===== src/rtl/adder_pkg.sv =====
// Shared definitions for the digit-serial add/subtract unit: FSM state type,
// default geometry and the digit-counter width helper.
package adder_pkg;

  typedef enum logic [1:0] {
    IDLE = 2'd0,
    RUN  = 2'd1,
    DONE = 2'd2
  } state_t;

  localparam int DEF_WIDTH = 16;
  localparam int DEF_DIGIT = 4;

  // Counter needs clog2(n) bits to count 0..n-1, but never fewer than one bit.
  function automatic int cnt_width(input int n);
    return (n <= 1) ? 1 : $clog2(n);
  endfunction

endpackage


===== src/rtl/digit_adder.sv =====
// Combinational DIGIT-bit ripple of full adders. Besides the sum and the
// carry out of the top bit it exposes the carry into the top bit, which the
// caller needs for signed-overflow detection on the most significant digit.
module digit_adder #(
  parameter int DIGIT = 4
) (
  input  logic [DIGIT-1:0] a,
  input  logic [DIGIT-1:0] b,
  input  logic             cin,
  output logic [DIGIT-1:0] sum,
  output logic             cout,
  output logic             c_msb
);

  logic [DIGIT:0] c;

  // Ripple the carry through DIGIT full adders.
  always_comb begin
    c    = '0;
    sum  = '0;
    c[0] = cin;
    for (int i = 0; i < DIGIT; i++) begin
      sum[i]   = a[i] ^ b[i] ^ c[i];
      c[i + 1] = (a[i] & b[i]) | (a[i] & c[i]) | (b[i] & c[i]);
    end
  end

  assign cout  = c[DIGIT];
  assign c_msb = c[DIGIT - 1];

endmodule


===== src/rtl/serial_adder_n_bit.sv =====
// Digit-serial WIDTH-bit add/subtract unit with start/busy/done handshake.
// DIGIT bits are summed per clock, least-significant digit first, so a
// result appears NDIG = WIDTH/DIGIT clocks after an accepted start.
// Optional build macro ADDSUB_SAT_EN: saturate S to signed max/min on
// overflow instead of wrapping (Cout/Ovf are reported unchanged).
module serial_adder_n_bit
  import adder_pkg::*;
#(
  parameter int WIDTH = DEF_WIDTH,
  parameter int DIGIT = DEF_DIGIT
) (
  input  logic             clk,
  input  logic             rst_n,
  input  logic             start,
  input  logic [WIDTH-1:0] A,
  input  logic [WIDTH-1:0] B,
  input  logic             Cin,
  input  logic             Sub,
  output logic             busy,
  output logic             done,
  output logic [WIDTH-1:0] S,
  output logic             Cout,
  output logic             Ovf
);

  localparam int NDIG  = WIDTH / DIGIT;
  localparam int CNT_W = cnt_width(NDIG);

  generate
    if (WIDTH < 1 || DIGIT < 1 || (WIDTH % DIGIT) != 0) begin : g_bad_geometry
      $error("serial_adder_n_bit: WIDTH must be >= 1 and a multiple of DIGIT");
    end
  endgenerate

  state_t             state;
  logic [CNT_W-1:0]   cnt;
  logic [WIDTH-1:0]   a_sh;
  logic [WIDTH-1:0]   b_sh;
  logic [WIDTH-1:0]   acc;
  logic               carry;

  logic [DIGIT-1:0]   dsum;
  logic               dcout;
  logic               dcmsb;
  logic [WIDTH-1:0]   acc_next;
  logic [WIDTH-1:0]   s_final;
  logic               last_digit;
  logic               ovf_now;

`ifdef ADDSUB_SAT_EN
  // Signed max for a non-negative overflow, signed min for a negative one.
  function automatic logic [WIDTH-1:0] sat_value(input logic neg);
    logic [WIDTH-1:0] smin;
    smin            = '0;
    smin[WIDTH-1]   = 1'b1;
    return neg ? smin : ~smin;
  endfunction
`endif

  // Operand registers shift right each RUN cycle, so the current digit
  // always sits in the low DIGIT bits.
  digit_adder #(
    .DIGIT (DIGIT)
  ) u_digit (
    .a     (a_sh[DIGIT-1:0]),
    .b     (b_sh[DIGIT-1:0]),
    .cin   (carry),
    .sum   (dsum),
    .cout  (dcout),
    .c_msb (dcmsb)
  );

  // New digit enters at the top of the accumulator; after NDIG shifts the
  // first digit has reached bit 0. Written as shifts so NDIG=1 needs no
  // zero-width slice.
  always_comb begin
    acc_next   = (acc >> DIGIT) | (WIDTH'(dsum) << (WIDTH - DIGIT));
    last_digit = (cnt == CNT_W'(NDIG - 1));
    ovf_now    = dcmsb ^ dcout;
`ifdef ADDSUB_SAT_EN
    // On the last digit a_sh[DIGIT-1] is the sign bit of A; with an
    // overflow both effective operands share that sign.
    s_final    = ovf_now ? sat_value(a_sh[DIGIT-1]) : acc_next;
`else
    s_final    = acc_next;
`endif
  end

  // Control FSM plus datapath registers; outputs are registered and only
  // updated on completion, so partial sums never reach S.
  always_ff @(posedge clk) begin
    if (!rst_n) begin
      state <= IDLE;
      cnt   <= '0;
      a_sh  <= '0;
      b_sh  <= '0;
      acc   <= '0;
      carry <= 1'b0;
      busy  <= 1'b0;
      done  <= 1'b0;
      S     <= '0;
      Cout  <= 1'b0;
      Ovf   <= 1'b0;
    end else begin
      case (state)
        IDLE, DONE: begin
          done <= 1'b0;
          if (start) begin
            a_sh  <= A;
            b_sh  <= Sub ? ~B : B;
            carry <= Cin ^ Sub;
            acc   <= '0;
            cnt   <= '0;
            busy  <= 1'b1;
            state <= RUN;
          end else begin
            state <= IDLE;
          end
        end
        RUN: begin
          a_sh  <= a_sh >> DIGIT;
          b_sh  <= b_sh >> DIGIT;
          acc   <= acc_next;
          carry <= dcout;
          if (last_digit) begin
            S     <= s_final;
            Cout  <= dcout;
            Ovf   <= ovf_now;
            cnt   <= '0;
            busy  <= 1'b0;
            done  <= 1'b1;
            state <= DONE;
          end else begin
            cnt <= cnt + CNT_W'(1);
          end
        end
        default: begin
          state <= IDLE;
          busy  <= 1'b0;
          done  <= 1'b0;
          cnt   <= '0;
        end
      endcase
    end
  end

endmodule


===== config.mk =====
export PLATFORM = sky130hd
export DESIGN_NAME = serial_adder_n_bit
export DESIGN_NICKNAME = d
export VERILOG_FILES = /design/src/rtl/adder_pkg.sv /design/src/rtl/digit_adder.sv /design/src/rtl/serial_adder_n_bit.sv
export SDC_FILE = /design/constraint.sdc
export NUM_CORES = 1
export LEC_CHECK = 0
export CORE_MARGIN = 1
export CORE_UTILIZATION = 47
export CTS_CLUSTER_SIZE = 25
export DETAILED_ROUTE_END_ITERATION = 8
export PLACE_DENSITY = 0.76
export SETUP_SLACK_MARGIN = 0.4
export SLEW_MARGIN = 20
export SYNTH_ARGS = -nofsm -noshare
export SYNTH_HDL_FRONTEND = slang
export SYNTH_HIERARCHICAL = 1
export SYNTH_SLANG_ARGS = --single-unit

===== constraint.sdc =====
create_clock -name clk -period 2 [get_ports clk]
set_clock_uncertainty 0.1 [all_clocks]
set_input_delay 0.4 -clock clk [delete_from_list [all_inputs] [get_ports clk]]
set_output_delay 0.4 -clock clk [all_outputs]
set_load 0.01 [all_outputs]

==> flow_metrics.env, run 1 <==
export IMPL_status="complete, but fails checks"
export IMPL_violations="negative setup slack"
export IMPL_grt_pass1_vias=2244
export IMPL_post_place_ws_ns=-0.236
export IMPL_coreArea_mm2=0.00606
export IMPL_h_tree_depth=3
export IMPL_yosys_most_used_dff="dfxtp_1"
export IMPL_relSlewSlack_pct=77.6
export IMPL_ys_warn_count=6
export IMPL_tightest_slew_ns=0.336
export IMPL_drv_cap=0
export IMPL_yosys_top_cells_count="dfxtp_1, nand2_1, nand3_1"
export IMPL_crit_arrival_ns=2.34
export IMPL_syn_nets=361
export IMPL_rsz0062_at_grt="true"
export IMPL_synth_distinct_cells=33
export IMPL_slew_violations=0
export IMPL_rows=28
export IMPL_cpMaxStageDelayCell="fa_2"
export IMPL_syn_to_final_growth_pct=31.2
export IMPL_peakVddDrop_mv=0.560
export IMPL_start_util_pct=49.8
export IMPL_antenna_found_initial=0
export IMPL_grt_first_pass_wirelength_um=10200
export IMPL_period_share_pct=110
export IMPL_syn_inst=319
export IMPL_num_nets_final=416
export IMPL_synth_top_area_share_pct=45.8
export IMPL_critPathCaptureType="register"
export IMPL_cpPeakStageDelay_ns=0.38
export IMPL_chipWidth_um=82.2
export IMPL_fin_crit_ns=2.20
export IMPL_cp_max_fo=3
export IMPL_cts_hold_buf=0
export IMPL_drt_iter0_drc=72
export IMPL_io_pins=57
export IMPL_synth_top_area_cell="dfxtp_1"
export IMPL_stdcell_area_mm2=0.00396
export IMPL_hold_viol=0
export IMPL_vias=2409
export IMPL_cts_sinks=69
export IMPL_synthTopCellsByArea="dfxtp_1, a21boi_0, a22oi_1, nand2_1, nand3_1"
export IMPL_cts_tree="built"
export IMPL_timing_fmax_mhz=454
export IMPL_drc_errors=0
export IMPL_synth_edf_count=0
export IMPL_diodes=0
export IMPL_finalSetupViolCount=5
export IMPL_worstSkewPairLatency_ns=0.34
export IMPL_grt_ovfl_total=0
export IMPL_clk_pin_slew_ns=0.07
export IMPL_crit_chain="inv_2 -> fa_2 -> inv_2 -> fa_2 -> fa_2 -> inv_2 -> fa_2 -> inv_2 -> xnor2_2 -> nand2_1 -> o211a_1"
export IMPL_r2r_start="carry$_SDFFE_PN0P_"
export IMPL_wl_per_cell_um=13.4
export IMPL_gp_congestion=0.744
export IMPL_start_kind="register"
export IMPL_total_leakage_power_nw=1.57
export IMPL_yosysMostFrequentCell="dfxtp_1"
export IMPL_die_area_mm2=0.00675
export IMPL_min_delay_path_depth=2
export IMPL_clock_path_buffers=2
export IMPL_synth_async_reset_ratio_pct=0
export IMPL_critical_path_class="reg -> reg"
export IMPL_holdCritStartpoint="S[11]$_SDFFE_PN0P_"
export IMPL_powerDensity_mw_per_mm2=852
export IMPL_grt_max_degree=41
export IMPL_viasPerCell=5.31
export IMPL_placed_cell_area_mm2=0.00365
export IMPL_hold_slack_ns=0.356
export IMPL_synthesis_area_mm2=0.00302
export IMPL_hold_class="reg -> reg"
export IMPL_yosysSeqAreaShare_pct=45.8
export IMPL_firstDrtPassIters=7
export IMPL_die_h_um=82.2
export IMPL_r2r_cells=11
export IMPL_synth_seq_cells=69
export IMPL_avgSynthCellArea_um2=9.46
export IMPL_dpl_hpwl_um=3860
export IMPL_setup_ws_ns=-0.201
export IMPL_port_buffers=56
export IMPL_rrSetupSlack_ns=-0.20
export IMPL_totalWireLength_um=6070
export IMPL_numCtsBuffers=9
export IMPL_grtUsageTotal_pct=20.4
export IMPL_whs_endpoint="S[11]$_SDFFE_PN0P_"
export IMPL_drive_above_1_share_pct=16.1
export IMPL_r2r_end="Ovf$_SDFFE_PN0P_"
export IMPL_critPathRequiredTime_ns=2.14
export IMPL_root_buffer="clkbuf_8"
export IMPL_ant_nets=0
-- metal layers --
layer  wire (um)  global-route usage, %  vias up
li1            -                      -     1216
met1        2680                   25.1     1121
met2        3030                   33.6       61
met3         238                   4.73       11
met4         125                   10.2        0
met5           0                      0        -
-- power by group --
| group | internal [mW] | leakage (nW) | switching (mW) | total [mW] |
|---|---|---|---|---|
| Combinational | 0.202 | 0.874 | 0.186 | 0.389 |
| Sequential | 1.44 | 0.563 | 0.0402 | 1.48 |
| Clock | 0.988 | 0.136 | 0.524 | 1.51 |
-- sequential cells by signal (all words and copies together) (netlist names) --
name and count:
Cout 1, b_sh 16, a_sh 16, Ovf 1, done 1, state 2, busy 1, carry 1
S 16, acc 12, cnt 2
-- final cells by class --
type	instances	area, um2
clock buffers	10	138
flip-flops and latches	69	1390
fillers	518	2100
inverters	10	37.5
well taps	75	93.8
clock inverters	6	134
repair buffers	73	713
multi-input cells	211	1460
-- how the worst max path moves through the flow --
stage	from	end	slack [ns]	depth (start not counted)
4_1_cts	carry$_SDFFE_PN0P_	acc[15]$_SDFFE_PN0P_	-0.19	9
5_1_grt	carry$_SDFFE_PN0P_	Ovf$_SDFFE_PN0P_	-0.25	11
2_1_floorplan	a_sh[0]$_SDFFE_PN0P_	acc[15]$_SDFFE_PN0P_	-0.16	9
6_report	carry$_SDFFE_PN0P_	Ovf$_SDFFE_PN0P_	-0.20	11
3_5_place_dp	b_sh[0]$_SDFFE_PN0P_	S[15]$_SDFFE_PN0P_	-0.24	10
3_3_place_gp	b_sh[0]$_SDFFE_PN0P_	S[15]$_SDFFE_PN0P_	-0.18	10
-- metrics by stage --
| step | power (mW) | cells | TNS, ns | util (%) |
|---|---|---|---|---|
| 2_1_floorplan | 1.75 | 319 | -0.466 | - |
| 3_3_place_gp | 1.88 | 434 | -0.593 | 60.3 |
| 3_5_place_dp | 1.88 | 434 | -0.914 | 60.3 |
| 4_1_cts | 3.39 | 451 | -0.645 | 64.6 |
| 5_1_grt | 3.52 | 454 | -1.05 | 65.4 |
| 6_report | 3.38 | 454 | -0.680 | 65.4 |
-- critical path, delay by kind of cell, from the launching register on --
kind | cells | cell delay [ns]
xor gates and xnor gates | 1 | 0.13
adders and majority gates | 4 | 1.10
and+or+nand+nor | 1 | 0.07
AOI/OAI and AO/OA | 1 | 0.12
DFF | 1 | 0.34
buffers and inverters | 4 | 0.24
-- placed cells by master, fill, tap and decap left out, types with 3 or more instances in the layout --
master,instances
a21boi_0,28
a21boi_1,19
a21oi_1,3
a22o_1,12
a22oi_1,24
buf_12,4
buf_4,13
bufinv_16,4
clkbuf_8,10
clkdlybuf4s50_1,36
dfxtp_1,65
dfxtp_2,4
dlygate4sd2_1,20
fa_2,4
inv_1,3
inv_2,7
nand2_1,42
nand3_1,32
nor2b_1,3
xor2_1,16
-- kinds of logic after synthesis --
kind of cell             after synthesis  share of synthesized area, %
flip-flops                            69                          45.8
multiplexers                           1                         0.332
adder cells (fa/ha/maj)                5                          3.07
AND/OR/NAND/NOR                       94                          15.0
XOR/XNOR                              18                          5.22
buffers and inverters                 39                          7.38
AO/OA/AOI/OAI                         93                          23.3
-- timing repair --
action,CTS,global route
gates cloned,0,0
endpoints found under the hold margin,0,0
setup buffers,1,3
setup endpoints to repair,49,22
gates resized for setup,26,7
pin swaps,5,1
(Power assumes the default switching activity.)
==> inputs of run 2 (changes only) <==
--- a/config.mk
+++ b/config.mk
@@ -9,6 +9,7 @@
 export CORE_UTILIZATION = 47
 export CTS_CLUSTER_SIZE = 25
 export DETAILED_ROUTE_END_ITERATION = 8
+export GPL_ROUTABILITY_DRIVEN = 0
 export PLACE_DENSITY = 0.76
 export SETUP_SLACK_MARGIN = 0.4
 export SLEW_MARGIN = 20
==> results of run 2 <==
No change in the layout: final DEF, timing and power equal those of run 1.
==> inputs of run 3 (changes only) <==
--- a/config.mk
+++ b/config.mk
@@ -6,11 +6,11 @@
 export NUM_CORES = 1
 export LEC_CHECK = 0
 export CORE_MARGIN = 1
-export CORE_UTILIZATION = 47
+export CORE_UTILIZATION = 52
 export CTS_CLUSTER_SIZE = 25
 export DETAILED_ROUTE_END_ITERATION = 8
 export GPL_ROUTABILITY_DRIVEN = 0
-export PLACE_DENSITY = 0.76
+export PLACE_DENSITY = 0.8
 export SETUP_SLACK_MARGIN = 0.4
 export SLEW_MARGIN = 20
 export SYNTH_ARGS = -nofsm -noshare
==> constraint.sdc (replaced) <==
create_clock -name clk -period 2.6 [get_ports clk]
set_clock_uncertainty 0.1 [all_clocks]
set_input_delay 0.52 -clock clk [delete_from_list [all_inputs] [get_ports clk]]
set_output_delay 0.52 -clock clk [all_outputs]
set_load 0.01 [all_outputs]
==> run 3 against run 2 <==
- the run now ends clean
- setup slack better by 0.54 ns
- cell count shrank 2.2%
- global-route usage is 0.41 points higher
- cell area shrank 4.7%
- power shrank 36%
- sequential power is 24% lower
- sequential share of layout area rose by 1.7 points
- clock power decreased by 51%
==> flow_metrics.env, run 3 (same netlist as run 1, synthesis figures left out) <==
export IMPL_grt_first_pass_wirelength_um=9940
export IMPL_die_h_um=78.2
export IMPL_drive_above_1_share_pct=12.4
export IMPL_hold_class="reg -> reg"
export IMPL_dpl_hpwl_um=3760
export IMPL_rrSetupSlack_ns=0.34
export IMPL_cpMaxStageDelayCell="fa_2"
export IMPL_vias=2395
export IMPL_io_pins=57
export IMPL_worstSkewPairLatency_ns=0.33
export IMPL_rows=27
export IMPL_viasPerCell=5.39
export IMPL_utilization_pct=68.2
export IMPL_crit_arrival_ns=2.38
export IMPL_critical_path_class="reg -> reg"
export IMPL_root_buffer="clkbuf_8"
export IMPL_cts_tree="built"
export IMPL_cts_sinks=69
export IMPL_critPathRequiredTime_ns=2.72
export IMPL_start_util_pct=54.5
export IMPL_drc_errors=0
export IMPL_tns_ns=0
export IMPL_firstDrtPassIters=4
export IMPL_peakVddDrop_mv=0.335
export IMPL_syn_to_final_growth_pct=25.1
export IMPL_cp_startpoint="a_sh[0]$_SDFFE_PN0P_"
export IMPL_hold_viol=0
export IMPL_diodes=0
export IMPL_h_tree_depth=3
export IMPL_chipWidth_um=78.2
export IMPL_holdCritStartpoint="S[11]$_SDFFE_PN0P_"
export IMPL_final_common_cell="dfxtp_1"
export IMPL_total_leakage_power_nw=1.39
export IMPL_hold_slack_ns=0.358
export IMPL_rsz0062_at_grt="true"
export IMPL_critPathCaptureType="register"
export IMPL_grt_max_degree=59
export IMPL_crit_chain="inv_2 -> fa_2 -> inv_2 -> fa_2 -> fa_2 -> inv_2 -> fa_2 -> inv_2 -> xnor2_2 -> nand2_1 -> o211a_1"
export IMPL_largest_registers="S: 16 flops, a_sh: 16 flops, b_sh: 16 flops"
export IMPL_path_depth=11
export IMPL_coreArea_mm2=0.00554
export IMPL_tightest_slew_ns=0.646
export IMPL_drv_cap=0
export IMPL_powerDensity_mw_per_mm2=572
export IMPL_r2r_start="a_sh[0]$_SDFFE_PN0P_"
export IMPL_cp_max_fo=2
export IMPL_cpPeakStageDelay_ns=0.38
export IMPL_timing_fmax_mhz=442
export IMPL_antenna_found_initial=0
export IMPL_port_buffers=56
export IMPL_wl_per_cell_um=13.2
export IMPL_period_share_pct=87.0
export IMPL_grt_ovfl_total=0
export IMPL_r2r_end="Ovf$_SDFFE_PN0P_"
export IMPL_cts_hold_buf=0
export IMPL_ant_nets=0
export IMPL_start_kind="register"
export IMPL_num_nets_final=410
export IMPL_drt_iter0_drc=94
export IMPL_finalSetupViolCount=0
export IMPL_grtUsageTotal_pct=20.8
export IMPL_r2r_cells=11
export IMPL_totalWireLength_um=5860
export IMPL_crit_family="adder cells"
export IMPL_numCtsBuffers=9
export IMPL_clock_path_buffers=2
export IMPL_setup_worst_path_end="Ovf$_SDFFE_PN0P_"
export IMPL_cp_num_buf_inv=4
export IMPL_relSlewSlack_pct=56.8
export IMPL_die_area_mm2=0.00611
export IMPL_fin_crit_ns=2.26
export IMPL_slew_violations=0
export IMPL_grt_pass1_vias=2186
export IMPL_layout_common_cells="dfxtp_1, clkdlybuf4s50_1, nand2_1"
export IMPL_clk_pin_slew_ns=0.07
export IMPL_status="complete, no violations"
[run 3: cell types whose count changed in the layout (fill, tap and decap cells not counted), sizes merged]
cell	change
clkdlybuf4s50	+20
dlygate4sd2	-20
buf	-6
bufinv	-4
clkinv	+2
clkinvlp	+1
[run 3: where the power goes]
group	switching (mW)	leakage [nW]	internal [mW]
clock network	0.381	0.0877	0.360
logic	0.139	0.736	0.146
registers	0.0304	0.563	1.10
[run 3: per-layer routing]
layer | routed length (um) | part of all wire (%) | GRT usage, %
met5 | 0 | 0 | 0
met2 | 2870 | 49 | 34.6
met1 | 2640 | 45 | 25.1
met3 | 237 | 4.0 | 5.70
met4 | 110 | 1.9 | 9.44
[run 3: per-stage QoR]
| stage | instance area, um2 | setup slack, ns | power [mW] | instances |
|---|---|---|---|---|
| final | 3780 | 0.337 | 2.16 | 444 |
| after global routing | 3780 | 0.289 | 2.27 | 444 |
| after CTS | 3760 | 0.290 | 2.17 | 442 |
| after detailed placement | 3550 | 0.189 | 1.43 | 424 |
| after global placement | 3550 | 0.339 | 1.42 | 424 |
| after floorplan | 3020 | 0.405 | 1.34 | 319 |
[run 3: area by class of cell]
type                            count  area (um2)
Clock buffer                       10         138
Clock inverter                      5        27.5
Fill cell                         476        1760
Inverter                           10        37.5
Multi-Input combinational cell    211        1440
Sequential cell                    69        1390
Tap cell                           72        90.1
Timing Repair Buffer               67         656
[run 3: tightest hold or removal path, stage by stage (launching register included)]
cell,delay (ns)
dfxtp_1,0.31
nand2_1,0.05
a21boi_1,0.05
[run 3: what timing repair did]
action,4_1_cts,5_1_grt
setup endpoints to repair,5,5
buffers inserted,3,2
resized for setup,15,2
pin swaps,5,5
[run 3: how the worst min path moves through the flow]
stage                       endpoint  slack, ns  depth (start not counted)
3_5_place_dp      S[11]$_SDFFE_PN0P_       0.35                          2
3_3_place_gp      S[11]$_SDFFE_PN0P_       0.34                          2
6_report          S[11]$_SDFFE_PN0P_       0.36                          2
4_1_cts           S[11]$_SDFFE_PN0P_       0.36                          2
5_1_grt        a_sh[12]$_SDFFE_PN0P_       0.38                          2
2_1_floorplan      S[0]$_SDFFE_PN0P_       0.34                          2
